===== src/rtl/uart_tx_feeder.sv =====
// uart_tx_feeder: byte FIFO plus pacer feeding the simple UART transmitter.
// The UART has no busy/ack, so each byte is followed by a fixed wait of one
// frame plus guard bits before the next tx_ready pulse is issued.
// Optional feature: define UART_TX_FEEDER_FLUSH_EN to add a synchronous
// 'flush' input that empties the FIFO without disturbing a byte in flight.
//
// state | meaning
// ------+--------------------------------------------------------------
// IDLE  | waiting for a byte; pops the head byte and raises tx_ready
// PULSE | tx_ready high for this one cycle; pace counter cleared
// WAIT  | pacing one frame plus guard bits before returning to IDLE

module uart_tx_feeder #(
  parameter int CLOCK_RATE      = 32000000,
  parameter int BAUD_RATE       = 9600,
  parameter int GUARD_BITS      = 1,
  parameter int FIFO_DEPTH_LOG2 = 4,
  parameter int PACE_BITS       = 20
) (
  input  logic                       clk,
  input  logic                       rst,
`ifdef UART_TX_FEEDER_FLUSH_EN
  input  logic                       flush,
`endif
  input  logic [7:0]                 wr_data,
  input  logic                       wr_en,
  output logic                       full,
  output logic                       empty,
  output logic [FIFO_DEPTH_LOG2:0]   level,
  output logic                       overflow,
  output logic                       busy,
  output logic [7:0]                 tx_send,
  output logic                       tx_ready
);

  localparam int DEPTH      = 1 << FIFO_DEPTH_LOG2;
  localparam int FRAME_CLKS = (CLOCK_RATE / BAUD_RATE) * (10 + GUARD_BITS);

  localparam logic [PACE_BITS-1:0]       PACE_LAST = PACE_BITS'(FRAME_CLKS - 1);
  localparam logic [PACE_BITS-1:0]       PACE_ONE  = PACE_BITS'(1);
  localparam logic [FIFO_DEPTH_LOG2-1:0] PTR_ONE   = FIFO_DEPTH_LOG2'(1);
  localparam logic [FIFO_DEPTH_LOG2:0]   CNT_ONE   = (FIFO_DEPTH_LOG2 + 1)'(1);
  localparam logic [FIFO_DEPTH_LOG2:0]   CNT_FULL  = (FIFO_DEPTH_LOG2 + 1)'(DEPTH);

  typedef enum logic [1:0] {
    ST_IDLE  = 2'b00,
    ST_PULSE = 2'b01,
    ST_WAIT  = 2'b10
  } state_t;

  logic [7:0]                 mem_q [DEPTH];
  logic [FIFO_DEPTH_LOG2-1:0] wr_ptr_q, wr_ptr_d;
  logic [FIFO_DEPTH_LOG2-1:0] rd_ptr_q, rd_ptr_d;
  logic [FIFO_DEPTH_LOG2:0]   count_q, count_d;
  logic                       full_q, full_d;
  logic                       empty_q, empty_d;
  logic                       overflow_q, overflow_d;
  state_t                     state_q, state_d;
  logic [PACE_BITS-1:0]       pace_q, pace_d;
  logic [7:0]                 tx_send_q, tx_send_d;
  logic                       tx_ready_q, tx_ready_d;
  logic                       push;
  logic                       pop;

  // Pacing FSM: pops the head byte, strobes tx_ready, then waits out the frame.
  always_comb begin
    state_d    = state_q;
    pace_d     = pace_q;
    tx_send_d  = tx_send_q;
    tx_ready_d = 1'b0;
    pop        = 1'b0;
    case (state_q)
      ST_IDLE: begin
        if (!empty_q) begin
          tx_send_d  = mem_q[rd_ptr_q];
          tx_ready_d = 1'b1;
          pop        = 1'b1;
          state_d    = ST_PULSE;
        end
      end
      ST_PULSE: begin
        pace_d  = '0;
        state_d = ST_WAIT;
      end
      ST_WAIT: begin
        pace_d = pace_q + PACE_ONE;
        if (pace_q == PACE_LAST) begin
          state_d = ST_IDLE;
        end
      end
      default: begin
        state_d = ST_IDLE;
      end
    endcase
  end

  // FIFO bookkeeping: a full FIFO drops the write even if a pop frees a slot this edge.
  always_comb begin
    push       = wr_en && !full_q;
    overflow_d = wr_en && full_q;
    wr_ptr_d   = wr_ptr_q;
    rd_ptr_d   = rd_ptr_q;
    count_d    = count_q;
    if (push) begin
      wr_ptr_d = wr_ptr_q + PTR_ONE;
    end
    if (pop) begin
      rd_ptr_d = rd_ptr_q + PTR_ONE;
    end
    case ({push, pop})
      2'b10:   count_d = count_q + CNT_ONE;
      2'b01:   count_d = count_q - CNT_ONE;
      default: count_d = count_q;
    endcase
`ifdef UART_TX_FEEDER_FLUSH_EN
    if (flush) begin
      push       = 1'b0;
      overflow_d = 1'b0;
      wr_ptr_d   = '0;
      rd_ptr_d   = '0;
      count_d    = '0;
    end
`endif
    full_d  = (count_d == CNT_FULL);
    empty_d = (count_d == '0);
  end

  // Byte storage; contents need no reset since count gates every read.
  always_ff @(posedge clk) begin
    if (push) begin
      mem_q[wr_ptr_q] <= wr_data;
    end
  end

  // State, pointers and output registers.
  always_ff @(posedge clk or posedge rst) begin
    if (rst) begin
      state_q    <= ST_IDLE;
      pace_q     <= '0;
      tx_send_q  <= '0;
      tx_ready_q <= 1'b0;
      wr_ptr_q   <= '0;
      rd_ptr_q   <= '0;
      count_q    <= '0;
      full_q     <= 1'b0;
      empty_q    <= 1'b1;
      overflow_q <= 1'b0;
    end else begin
      state_q    <= state_d;
      pace_q     <= pace_d;
      tx_send_q  <= tx_send_d;
      tx_ready_q <= tx_ready_d;
      wr_ptr_q   <= wr_ptr_d;
      rd_ptr_q   <= rd_ptr_d;
      count_q    <= count_d;
      full_q     <= full_d;
      empty_q    <= empty_d;
      overflow_q <= overflow_d;
    end
  end

  assign full     = full_q;
  assign empty    = empty_q;
  assign level    = count_q;
  assign overflow = overflow_q;
  assign busy     = (state_q == ST_PULSE) || (state_q == ST_WAIT);
  assign tx_send  = tx_send_q;
  assign tx_ready = tx_ready_q;

endmodule


===== config.mk =====
export PLATFORM = sky130hd
export DESIGN_NAME = uart_tx_feeder
export DESIGN_NICKNAME = d
export VERILOG_FILES = /design/src/rtl/uart_tx_feeder.sv
export SDC_FILE = /design/constraint.sdc
export NUM_CORES = 1
export LEC_CHECK = 0
export CELL_PAD_IN_SITES_DETAIL_PLACEMENT = 0
export CELL_PAD_IN_SITES_GLOBAL_PLACEMENT = 1
export CORE_ASPECT_RATIO = 0.75
export CORE_MARGIN = 1.5
export CORE_UTILIZATION = 30
export CTS_CLUSTER_SIZE = 24
export DETAILED_ROUTE_END_ITERATION = 7
export PLACE_DENSITY = 0.56
export SYNTH_ARGS = -nofsm -noshare
export SYNTH_HDL_FRONTEND = slang
export SYNTH_SLANG_ARGS = --single-unit

===== constraint.sdc =====
create_clock -name clk -period 3.02 [get_ports clk]
set_input_delay 0.604 -clock clk [delete_from_list [all_inputs] [get_ports clk]]
set_output_delay 0.604 -clock clk [all_outputs]
set_load 0.02 [all_outputs]

# Word level (Yosys, flattened, before mapping)
# Memories as Yosys holds them, arrays and structs flattened. A register that Yosys moved wholly into a read port is not among the register bits.
# Cells that the tools add are included.
[classes]
add_sub_neg = 5
mul = 0
div = 0
order_cmp = 0
eq_ne = 8
shifts = 0
n_mux = 9
bitwise_logic = 1
n_reduce_logical = 9
[op_table]
columns = ["op", "n"]
rows = [
  ["$pmux 20 s2", 1],
  ["$add 20x1->20 const B", 1],
  ["$eq 20x16->1 const B", 1],
  ["$pmux 5 s2", 1],
  ["$add 4x1->4 const B", 2],
  ["$pmux 2 s3", 1],
  ["$add 5x1->5 const B", 1],
  ["$eq 5x5->1 const B", 1],
  ["$logic_not 5->1", 1],
  ["$sub 5x1->5 const B", 1],
  ["$eq 2x1->1 const B", 2],
  ["$eq 2x2->1 const B", 2],
  ["$mux 1", 4],
  ["$mux 2", 2],
  ["$ne 2x2->1 const B", 2],
  ["$reduce_and 2->1", 2],
  ["$logic_and 1x1->1", 2],
  ["$logic_not 2->1", 1],
  ["$reduce_bool 2->1", 1],
  ["$logic_not 1->1", 1],
  ["$logic_or 1x1->1", 1],
  ["$not 1->1", 1],
]
[word_totals]
regBits = 39
latch_bits = 0
ramBits = 128
rom_bits = 0
input_bits = 11
output_inout_bits = 18
word_cells = 42
mem_count = 1
[memory_table]
columns = ["memory", "depth", "word_bits", "rd", "rd_clocked_by_memory_dff", "wr", "line", "text"]
rows = [
  ["mem_q", 16, 8, 1, 1, 1, "51", "logic [7:0] mem_q [DEPTH];"],
]

# Longest topological paths before layout
[depth]
depth_word = 5
depth_mapped = 13
mapped_depth_nobuf = 12

# Worst setup path before layout
# No wires, ideal clock.
[synth_path]
path_kind = "input -> register"
from = "input port wr_en"
to = "register full_q, in the netlist full"
setup_ns = 0.105
arrival_time_ns = 2.284
t_required_ns = 2.915
slack_ns = 0.631
path_stages = 11
path_buffers = 1
cell_sequence = "nor2b_1 buf_2 inv_1 nand2_1 xnor2_1 ha_1 o21ai_0 a221oi_1 o211ai_1 xor2_1 nor4b_1"
[synth_between]
elab_chain_cells = 4
word_cells_on_any_way = 5
cone_classes = "eq/ne: 3; mux: 1; reduce/logical: 1"
[synth_lines]
columns = ["item", "line", "text"]
rows = [
  ["start, declared", "26", "input logic wr_en,"],
  ["$logic_and 1x1->1 *", "99", "push = wr_en && !full_q;"],
  ["$eq 2x1->1 or $eq 2x2->1 (tied branches)", "110", "case ({push, pop})"],
  ["$pmux 5 s2 *", "110", ""],
  ["$eq 5x5->1 *", "124", "full_d = (count_d == CNT_FULL);"],
  ["named net full_d", "55", "logic full_q, full_d;"],
  ["end signal, assigned", "156", "full_q <= full_d;"],
  ["end, declared", "55", ""],
]
# Mark *: on every way through the listed nets, which the timed path passes. The rest lies on a longest branch.
# A chain may end at the register's enable or synchronous reset.

# Worst setup path in the final report
[layout_path]
from = "register state_q[0]"
to = "output port busy"
[layout_between]
elab_chain_cells = 2
word_cells_on_any_way = 3
cone_classes = "eq/ne: 2; reduce/logical: 1"
[layout_lines]
columns = ["item", "line", "text"]
rows = [
  ["start, declared", "58", "state_t state_q, state_d;"],
  ["start signal, assigned", "149", "state_q <= state_d;"],
  ["$eq 2x1->1 or $eq 2x2->1 (tied branches)", "166", "assign busy = (state_q == ST_PULSE) || (state_q == ST_WAIT);"],
  ["$logic_or 1x1->1 *", "166", ""],
  ["end, declared", "31", "output logic busy,"],
]
# Mark *: on every way between the ends. The rest lies on a longest branch, timed or not.

==> flow_summary.toml <==
[floorplanning]
io-pin-count = 29
die_y_um = 139
fp.dieW_um = 184
row_count = 49
initial_utilization_pct = 30.6
core_area_um2 = 24000
dieArea_um2 = 25500

[setup_path]
worstSetupPathType = "register to output port"
crit_path_end_kind = "output port"
cp_slowest_cell = "clkdlybuf4s50_1"
cp_data_arrival_time_ns = 2.01
reg2reg_slack_ns = 0.49
cpPeakStageDelay_ns = 0.61
crit_required_ns = 2.42
reg2reg_to = "full$_DFF_PP0_"
startpoint_type = "register"
worstPathCellList = "inv_1 -> ha_1 -> buf_4 -> clkdlybuf4s50_1"
r2r-start = "state_q[0]$_DFFE_PP0P_"
r2r_cells = 12
crit_fanout = 11

[placement]
gp_congestion = 0.742
dp_cells = 795
dp_hpwl_um = 9850
numPortBuffers = 28

[clock_tree]
post_cts_buffers = 0
clk_pin_slew_worst_paths_ns = 0.07
cts_sinks = 175
cts-resized-gates = 0
ctsRootBufferMaster = "clkbuf_16"
cts_made_buffers = 17
cts_tree = "done"
htreeDepth = 4
clock_path_buffers = 2
ctsHoldBuffers = 0
worstSkewPairLatency_ns = 0.43

[timing]
worstMarginPinSlew_ns = 0.653
fin_crit_sh_pct = 86.5
drv_slew = 0
setup_viol = 0
max_freq_ghz = 0.383
fin_setup_tns_ns = 0
fin_crit_ns = 2.61
rsz0062_at_grt = "false"
hold_viol = 0
max_slew_margin_pct = 56.1
fin_skew_ns = 0.0131

[power_and_ir_drop]
vdd_drop_max_mv = 0.356
comb_power_share_pct = 33.2
switching_share_pct = 34.4
leakage_nw = 3.02
p_per_area_nw_per_um2 = 949
p_int_mw = 5.39
p_clk_share_pct = 27.4
sequentialPowerShare_pct = 39.5
power.switching_mw = 2.82
fin_total_pwr_mw = 8.21

[finish]
regArea_um2 = 5020
syn_to_final_growth_pct = 17.5
n_antenna_cell = 0
stdcell_count = 827
multi_input_area_um2 = 2160
nets = 507
post-route-util_pct = 36.0
drive_gt1_share_pct = 16.9
num-fill-cells = 2326

[synthesis]
yosysTopAreaCellShare_pct = 52.2
yosys-top-cells-area = "edfxtp_1, dfrtp_1, mux4_2"
postSynthCellCount = 442
synth_edf_count = 128
synth.cell_area_um2 = 7370
yosys.area.top_type = "edfxtp_1"
synth-async-reset-ratio_pct = 26.9
yosys_warnings = 0
ys_seq_elements = 175
synth.distinct_cells = 48
synth.avg_cell_area_um2 = 16.7
syn_nets = 466
ys_seq_area_share_pct = 68.2
ys.flop_type = "edfxtp_1"

[routing]
drt_iter0_drc = 226
num_vias = 3750
ant_nets = 0
wl_per_cell_um = 17.8
first_pass_iters = 5
via_per_inst = 4.53
wl_um = 14700
drc = 0

[run_status]
status = "complete, no violations"

[hold_path]
hp-start = "tx_send[7]$_DFFE_PP0P_"
min_path_type = "register to register"
hold_depth = 2
hold_path_end = "tx_send[7]$_DFFE_PP0P_"

[grt]
overflow = 0
first_global_vias = 3984
gr-usage-all-layers_pct = 12.5
grt_max_degree = 36
grt_pass1_wl_um = 23400
antenna_found_initial = 0

[flow_run]
drv_cap = 0
-- worst max-delay path: cells and delay by family, from the launching register on --
| family | cells | cell delay (ns) |
|---|---|---|
| adders and majority gates | 1 | 0.33 |
| buffers and inverters | 3 | 0.88 |
| DFF | 1 | 0.37 |
-- metal layers --
| metal | track usage (%) | up-vias | part of all wire, % |
|---|---|---|---|
| met1 | 17.6 | 1929 | 49 |
| met5 | 0 | - | 0 |
| li1 | - | 1765 | - |
| met2 | 19.2 | 50 | 47 |
| met3 | 3.23 | 6 | 3.5 |
| met4 | 3.49 | 0 | 0.73 |
-- Yosys cell counts, types with 2 or more instances --
cell	instances
and2_1	18
a22oi_1	4
a21oi_1	7
clkbuf_1	4
nor2b_1	7
nand4_1	5
nor2_1	19
edfxtp_1	128
nor3b_1	2
inv_1	14
mux2_2	7
mux4_2	27
dfrtp_1	46
ha_1	13
nor3_1	3
buf_6	4
xnor2_1	15
o21ai_0	12
o22ai_1	3
mux4_1	9
buf_1	2
nand3_1	9
buf_2	5
nor4_1	4
and4_1	2
nand2_1	38
xor2_1	8
or3_1	3
mux2i_1	5
-- worst max path at each step --
stage	start	to	slack (ns)	cells after the start
finish	state_q[0]$_DFFE_PP0P_	busy	0.41	4
detailed placement	wr_en	full$_DFF_PP0_	0.06	11
CTS	state_q[0]$_DFFE_PP0P_	busy	0.37	4
global route	state_q[1]$_DFFE_PP0P_	full$_DFF_PP0_	0.12	12
floorplan	wr_en	full$_DFF_PP0_	0.63	11
global placement	wr_en	full$_DFF_PP0_	0.14	11
-- final cells by class --
type	count	share of cell area (%)
timing repair buffer	40	4.42
sequential	175	58.0
inverter	14	0.607
multi-input combinational	235	24.9
tap	331	4.79
clock buffer	17	4.92
clock inverter	15	2.30
-- cells in the final DEF, fill, tap and decap left out, types with 5 or more instances in the layout --
cell / Yosys / routed
mux2i_1: 5 / 5
clkdlybuf4s50_1: 0 / 28
nor2b_1: 7 / 7
clkinv_8: 0 / 6
a21oi_1: 7 / 7
edfxtp_1: 128 / 128
inv_1: 14 / 13
mux4_2: 27 / 27
nand3_1: 9 / 9
xnor2_1: 15 / 15
buf_4: 1 / 11
xor2_1: 8 / 8
nor2_1: 19 / 19
mux2_2: 7 / 7
ha_1: 13 / 13
clkbuf_16: 0 / 17
o21ai_0: 12 / 12
nand2_1: 38 / 38
and2_1: 18 / 18
dfrtp_1: 46 / 45
nand4_1: 5 / 5
mux4_1: 9 / 9
-- cell families after synthesis --
| logic type | share of synthesized area [%] |
|---|---|
| buf+inv | 2.55 |
| simple gates | 8.32 |
| flops | 68.2 |
| mux | 13.2 |
| compound gates | 2.80 |
| fa+ha+maj | 2.21 |
| xor+xnor | 2.73 |
-- sequential cells by signal, indices dropped and copies added, names as in the netlist --
signal    count
empty         1
full          1
level         5
mem_q       128
overflow      1
pace_q       20
rd_ptr_q      4
state_q       2
tx_ready      1
tx_send       8
wr_ptr_q      4
-- per-stage QoR --
stage / hold slack (ns) / area (µm²) / worst slack [ns]
floorplan: 0.488 / 7370 / 0.631
detailed placement: 0.470 / 8030 / 0.0641
CTS: 0.488 / 8650 / 0.370
global placement: 0.470 / 8030 / 0.144
global route: 0.525 / 8650 / 0.119
finish: 0.483 / 8650 / 0.408
-- power groups by stage --
stage               registers [mW]  logic [mW]  clock network [mW]
floorplan                     3.28        1.94                   0
global placement              3.28        2.76                   0
detailed placement            3.30        2.78                   0
CTS                           3.25        2.79                2.29
global route                  3.29        3.02                2.40
finish                        3.24        2.72                2.25
(Power assumes the default switching activity.)
